File: src/rtl/dmem_responder.sv
// Fixed-latency data memory responder: one outstanding request, answered exactly
// LATENCY cycles after acceptance with a one-cycle ack (err flags rejected requests).
module dmem_byte_lane #(
    parameter int DEPTH = 32,
    parameter int AW    = 5
) (
    input  logic          clk_i,
    input  logic          we,
    input  logic [AW-1:0] idx,
    input  logic [7:0]    w_byte,
    output logic [7:0]    r_byte
);
    // Storage is deliberately left out of reset so contents survive rst_i.
    logic [7:0] mem [DEPTH];

    always_ff @(posedge clk_i) begin
        if (we)
            mem[idx] <= w_byte;
    end

    assign r_byte = mem[idx];
endmodule

module dmem_responder #(
    parameter int DEPTH_WORDS = 32,
    parameter int LATENCY     = 3
) (
    input  logic        clk_i,
    input  logic        rst_i,
    input  logic        req_i,
    input  logic        we_i,
    input  logic [31:0] addr_i,
    input  logic [31:0] w_data_i,
    input  logic [3:0]  be_i,
    output logic        ready_o,
    output logic        ack_o,
    output logic        err_o,
    output logic [31:0] r_data_o
);
    localparam int AW        = (DEPTH_WORDS > 1) ? $clog2(DEPTH_WORDS) : 1;
    localparam int NUM_LANES = 4;

    typedef enum logic [1:0] {IDLE, BUSY, RESP} state_t;

    typedef struct packed {
        logic                       we;
        logic                       err;
        logic [AW-1:0]              idx;
        logic [NUM_LANES-1:0][7:0]  w_data;
        logic [NUM_LANES-1:0]       be;
    } req_t;

    state_t                    state_q, state_d;
    logic [3:0]                cnt_q, cnt_d;
    req_t                      req_q, req_in;
    logic                      accept, commit;
    logic [31:0]               word_idx;
    logic [NUM_LANES-1:0]      lane_we;
    logic [NUM_LANES-1:0][7:0] rd_word;

    assign word_idx = {2'b00, addr_i[31:2]};

    // The error decision is taken at acceptance so later input changes cannot alter it.
    always_comb begin
        req_in.we     = we_i;
        req_in.err    = (addr_i[1:0] != 2'b00) || (word_idx >= 32'(DEPTH_WORDS));
        req_in.idx    = addr_i[AW+1:2];
        req_in.w_data = w_data_i;
        req_in.be     = be_i;
    end

    assign accept = req_i && (state_q == IDLE);
    assign commit = (state_q == BUSY) && (cnt_q == 4'd0);

    always_comb begin
        state_d = state_q;
        cnt_d   = cnt_q;
        case (state_q)
            IDLE: begin
                if (req_i) begin
                    state_d = BUSY;
                    cnt_d   = 4'(LATENCY - 1);
                end
            end
            BUSY: begin
                if (cnt_q == 4'd0)
                    state_d = RESP;
                else
                    cnt_d = cnt_q - 4'd1;
            end
            RESP:    state_d = IDLE;
            default: state_d = IDLE;
        endcase
    end

    always_ff @(posedge clk_i or posedge rst_i) begin
        if (rst_i) begin
            state_q <= IDLE;
            cnt_q   <= 4'd0;
        end else begin
            state_q <= state_d;
            cnt_q   <= cnt_d;
        end
    end

    always_ff @(posedge clk_i or posedge rst_i) begin
        if (rst_i)
            req_q <= '0;
        else if (accept)
            req_q <= req_in;
    end

    // Read data only moves on read or error completions; write acks leave it alone.
    always_ff @(posedge clk_i or posedge rst_i) begin
        if (rst_i)
            r_data_o <= 32'd0;
        else if (commit) begin
            if (req_q.err)
                r_data_o <= 32'd0;
            else if (!req_q.we)
                r_data_o <= rd_word;
        end
    end

    for (genvar g = 0; g < NUM_LANES; g++) begin : g_lane
        assign lane_we[g] = commit && req_q.we && !req_q.err && req_q.be[g];

        dmem_byte_lane #(
            .DEPTH (DEPTH_WORDS),
            .AW    (AW)
        ) u_lane (
            .clk_i  (clk_i),
            .we     (lane_we[g]),
            .idx    (req_q.idx),
            .w_byte (req_q.w_data[g]),
            .r_byte (rd_word[g])
        );
    end

    // ack/err decode straight from state so an async reset in RESP drops them at once.
    assign ready_o = (state_q == IDLE);
    assign ack_o   = (state_q == RESP);
    assign err_o   = (state_q == RESP) && req_q.err;
endmodule

File: config.mk
export PLATFORM = sky130hd
export DESIGN_NAME = dmem_responder
export DESIGN_NICKNAME = d
export VERILOG_FILES = /design/src/rtl/dmem_responder.sv
export SDC_FILE = /design/constraint.sdc
export NUM_CORES = 1
export LEC_CHECK = 0
export ABC_AREA = 1
export CAP_MARGIN = 30
export CORE_MARGIN = 1
export CORE_UTILIZATION = 36
export DETAILED_ROUTE_END_ITERATION = 10
export GPL_TIMING_DRIVEN = 1
export HOLD_SLACK_MARGIN = 0.06
export PLACE_DENSITY_LB_ADDON = 0.12
export SLEW_MARGIN = 20
export SYNTH_ARGS = -nofsm -noshare
export SYNTH_HDL_FRONTEND = slang
export SYNTH_SLANG_ARGS = --single-unit
File: constraint.sdc
create_clock -name clk_i -period 4 [get_ports clk_i]
set_clock_uncertainty 0.05 [all_clocks]
set_input_delay 1.2 -clock clk_i [delete_from_list [all_inputs] [get_ports clk_i]]
set_output_delay 1.2 -clock clk_i [all_outputs]
set_load 0.03 [all_outputs]
======== Word-level counts from Yosys, hierarchy flattened ========
Memory sizes are Yosys's and may differ from the RTL's.
Index checks and enable logic that the tools add are counted.
Widths: inputs -> output; s select.
cells by class
  $add $sub $neg .......................... 1
  order comparisons ....................... 1
  equality and inequality tests ........... 6
  mux-type cells .......................... 16
  reductions and logical operators ........ 18
operators by type and width
  operator             number
  $mux 32              2
  $ge 30x6->1 const B  1
  $logic_and 1x1->1    9
  $mux 1               8
  $mux 4               2
  $pmux 4 s2           1
  $ne 2x2->1 const B   3
  $logic_not 4->1      1
  $mux 2               2
  $pmux 2 s2           1
  $reduce_and 2->1     2
  $reduce_bool 2->1    2
  $sub 4x1->4 const B  1
  $reduce_and 3->1     1
  $eq 2x1->1 const B   1
  $eq 2x2->1 const B   1
  $logic_not 2->1      1
  $ne 2x1->1 const B   1
  $logic_not 1->1      1
  $logic_or 1x1->1     1
word-level totals
  bits in registers ....................... 81
  RAM bits ................................ 1024
  input port bits ......................... 72
  output and inout bits ................... 35
  logic and storage cells ................. 57
  memories ................................ 4
memories
  memory                words  bits a word  rd ports  clocked after memory_dff  write ports  RTL line  source
  g_lane[0].u_lane.mem  32     8            1         0                         1            14        logic [7:0] mem [DEPTH];
  g_lane[1].u_lane.mem  32     8            1         0                         1            14
  g_lane[2].u_lane.mem  32     8            1         0                         1            14
  g_lane[3].u_lane.mem  32     8            1         0                         1            14

======== Longest topological paths before layout ========
  depth in word-level cells ............... 7
  gate-level depth with buffers ........... 13
  mapped depth without buffers ............ 11

======== Cells and area by module ========
A second synthesis with hierarchy kept.
unflattened totals
  cells, all modules ...................... 4612
  area, all modules ....................... 46754.8 um2
modules (own cells, without submodules)
  module          instances  cells each  area an instance (um2)  seq. area each (um2)
  dmem_byte_lane  4          1055        10827.9                 7687.4
  dmem_responder  1          392         3443.3                  2026.9

======== Worst setup path after synthesis ========
Ideal clock, no wire load.
  path type ............................... reg-to-output
  from .................................... reg req_q[41] (netlist name)
  to ...................................... out err_o
  data arrival time ....................... 1141 ps
  data required time ...................... 2750 ps
  path slack .............................. 1609 ps
  stages on the path, launching flop included .. 2
  path buffers ............................ 0
  cells stage by stage .................... dfrtp_1 -> nor3b_1
on the way
  word-level cells in the longest chain between the ends .. 1
ends and longest elaborated chain
  item                    RTL line  source
  start, declared         55        req_t req_q, req_in;
  start signal, assigned  110       req_q <= req_in;
  $logic_and 1x1->1       143       assign err_o = (state_q == RESP) && req_q.err;
  end, declared           37        output logic err_o,
No other way between the ends.

======== Worst setup path in the final report ========
Same ends and word-level chain as after synthesis.

==> results.md <==
- Fin. max-slew vios: 0
- Critical Path Source Type: flip-flop
- Sequential share of the synthesized area: 0.711
- DP Cell Count: 6281
- Final Hold Vio Count: 0
- Largest net degree at the start of global routing: 163
- Req. time, crit path: 2.75 ns
- Area occupied by multi-input gates: 0.0123 mm2
- Peak supply drop: 0.909 mV
- Residual DRC: 0
- Vias per cell: 4.71
- Post-synthesis cell type count: 26
- Wire length of the first global-routing pass: 198000 um
- Vias in the first global route: 29700
- CTS buffer count: 121
- Total power: 37.8 mW
- Final core area utilization: 0.425
- Crit path capture type: output port
- Tmin final: 3.45 ns
- Port Buf Inserts: 106
- Post-CTS Resized: 0
- Htree depth: 3
- PwrDens: 704 mW/mm2
- Ports: 107
- Initial DRC count: 2479
- Fin crit share: 0.862
- Hold Path Cell Cnt: 2
- GRT Util Overall: 0.206
- Post-Syn Area: 0.0461 mm2
- CTS tree: yes
- Layout cells sized above 1: 0.0795
- Core region area: 0.126 mm2
- Area delta synth->final: 16.4%
- First-pass DRT Iterations: 5
- Fin cells: 6507
- Critical path class: flip-flop to output port
- Run status: completed
- CTS sink count: 1105
- Pleak: 22.5 nW
- Most frequent cells in the layout: 2971 x nand2_1, 1024 x edfxtp_1, 202 x nor2_1
- # nets final: 4827
- Initial Util: 0.365
- Via count: 30600
- Highest clock rate: 290 MHz
- Initial antenna violation count: 1
- # hold bufs at CTS: 0
- Worst slew margin: 0.346
- Max-cap viol count: 0
- Worst skew pair latency: 0.71 ns
- Fill cells: 12200
- Chip width: 360 um
- Worst EP arrival: 2.20 ns
- Setup Buffers After CTS: 0
- Setup_tns: 0 ns
- Syn Inst Count: 4559
- Worst-Margin Slew: 0.982 ns
- Total congestion overflow: 0
- Unrepaired setup endpoints after global routing: false
- Area of the die: 0.130 mm2
- Chip height: 360 um
- Clk buf depth: 3
- Reg clk slew, reported paths: 0.06 ns
- Number of inserted diodes: 0
- WL/cell: 20.6 um
- Ys Warns: 0
- Routed wire length: 134000 um
- Final setup vio count: 0
- DP HPWL: 80000 um
- Final GP Congestion: 0.797
- Register area: 0.0328 mm2
- Hold Path Class: flip-flop to flip-flop
- CP max FO: 5
- Commonest non-fill, non-tap cell in the layout: nand2_1
- Synthesized net count: 4632
- Flops & latches, synth: 1105
- Root buf cell: clkbuf_16
- Routed Antenna Nets: 0
- Row count: 130
- Worst reg-to-reg path cell count: 7
- Mean Syn Cell Area: 10.1 um2
[stage by stage]
stage               hold WS [ns]  setup WS [ns]  cell area [um2]
finish                     0.425          0.554            53700
global route               0.445          0.441            53700
CTS                        0.433          0.481            53700
detailed placement         0.414           1.03            49800
global placement           0.414           1.08            49800
floorplan                  0.399          0.670            46100
[final cells by class]
| cell class | instances | area share |
|---|---|---|
| clock buffer | 153 | 0.0602 |
| clock inverter | 73 | 0.0114 |
| inverter | 17 | 0.00156 |
| multi-input combinational | 3213 | 0.228 |
| sequential | 1105 | 0.611 |
| tap | 1650 | 0.0385 |
| timing repair buffer | 296 | 0.0493 |
[layer usage]
layer  part of all wire  track usage  up-vias
li1                   -            -    15100
met1               0.46        0.290    14700
met2               0.46        0.324      714
met3              0.055       0.0358      168
met4              0.025       0.0592        2
met5             0.0011      0.00851        -
[worst max-delay path, stage by stage (launching register included)]
cell and delay [ns]:
dfrtp_1 0.53, nor3b_1 0.25, clkdlybuf4s50_1 0.71
[path summary, 6_finish.rpt]
| kind | to | slack, ns | start |
|---|---|---|---|
| max in group asynchronous | r_data_o[15] | 2.18 | rst_i |
| setup / recovery | err_o | 0.55 | req_q[41] |
| hold reg to reg | req_q[5] | 0.43 | req_q[5] |
| setup reg to reg | g_lane[0].u_lane.mem[5][0] | 1.01 | cnt_q[0] |
| hold / removal | req_q[5] | 0.43 | req_q[5] |
| min in group asynchronous | state_q[0] | 0.93 | rst_i |
[synth_stat cells (all sizes together)]
master,n,area share
a21oi,1,0.00011
buf,152,0.017
clkbuf,72,0.0059
dfrtp,81,0.044
edfxtp,1024,0.67
ha,1,0.00027
inv,17,0.0014
nand2,2972,0.24
nand3,3,0.00033
nand4,1,0.00014
nor2,206,0.017
nor3,10,0.0028
nor3b,1,0.00016
nor4,8,0.0012
o21ai,9,0.00098
xor2,1,0.00019
[logic make-up after synthesis]
group	after synthesis	share of synthesized area
compound gates	10	0.00108
flops	1105	0.711
fa+ha+maj	1	0.000271
simple gates	3201	0.263
xor+xnor	1	0.000190
buf+inv	241	0.0245
[power by group]
group	internal (mW)	switching [mW]
logic	2.92	9.14
clock network	6.32	4.54
registers	14.4	0.481
[flip-flops by register name (all words and copies together) (netlist names)]
signal and cells:
req_q 43, cnt_q 4, state_q 2, r_data_o 32, g_lane.u_lane.mem 1024
(Power assumes the default switching activity.)
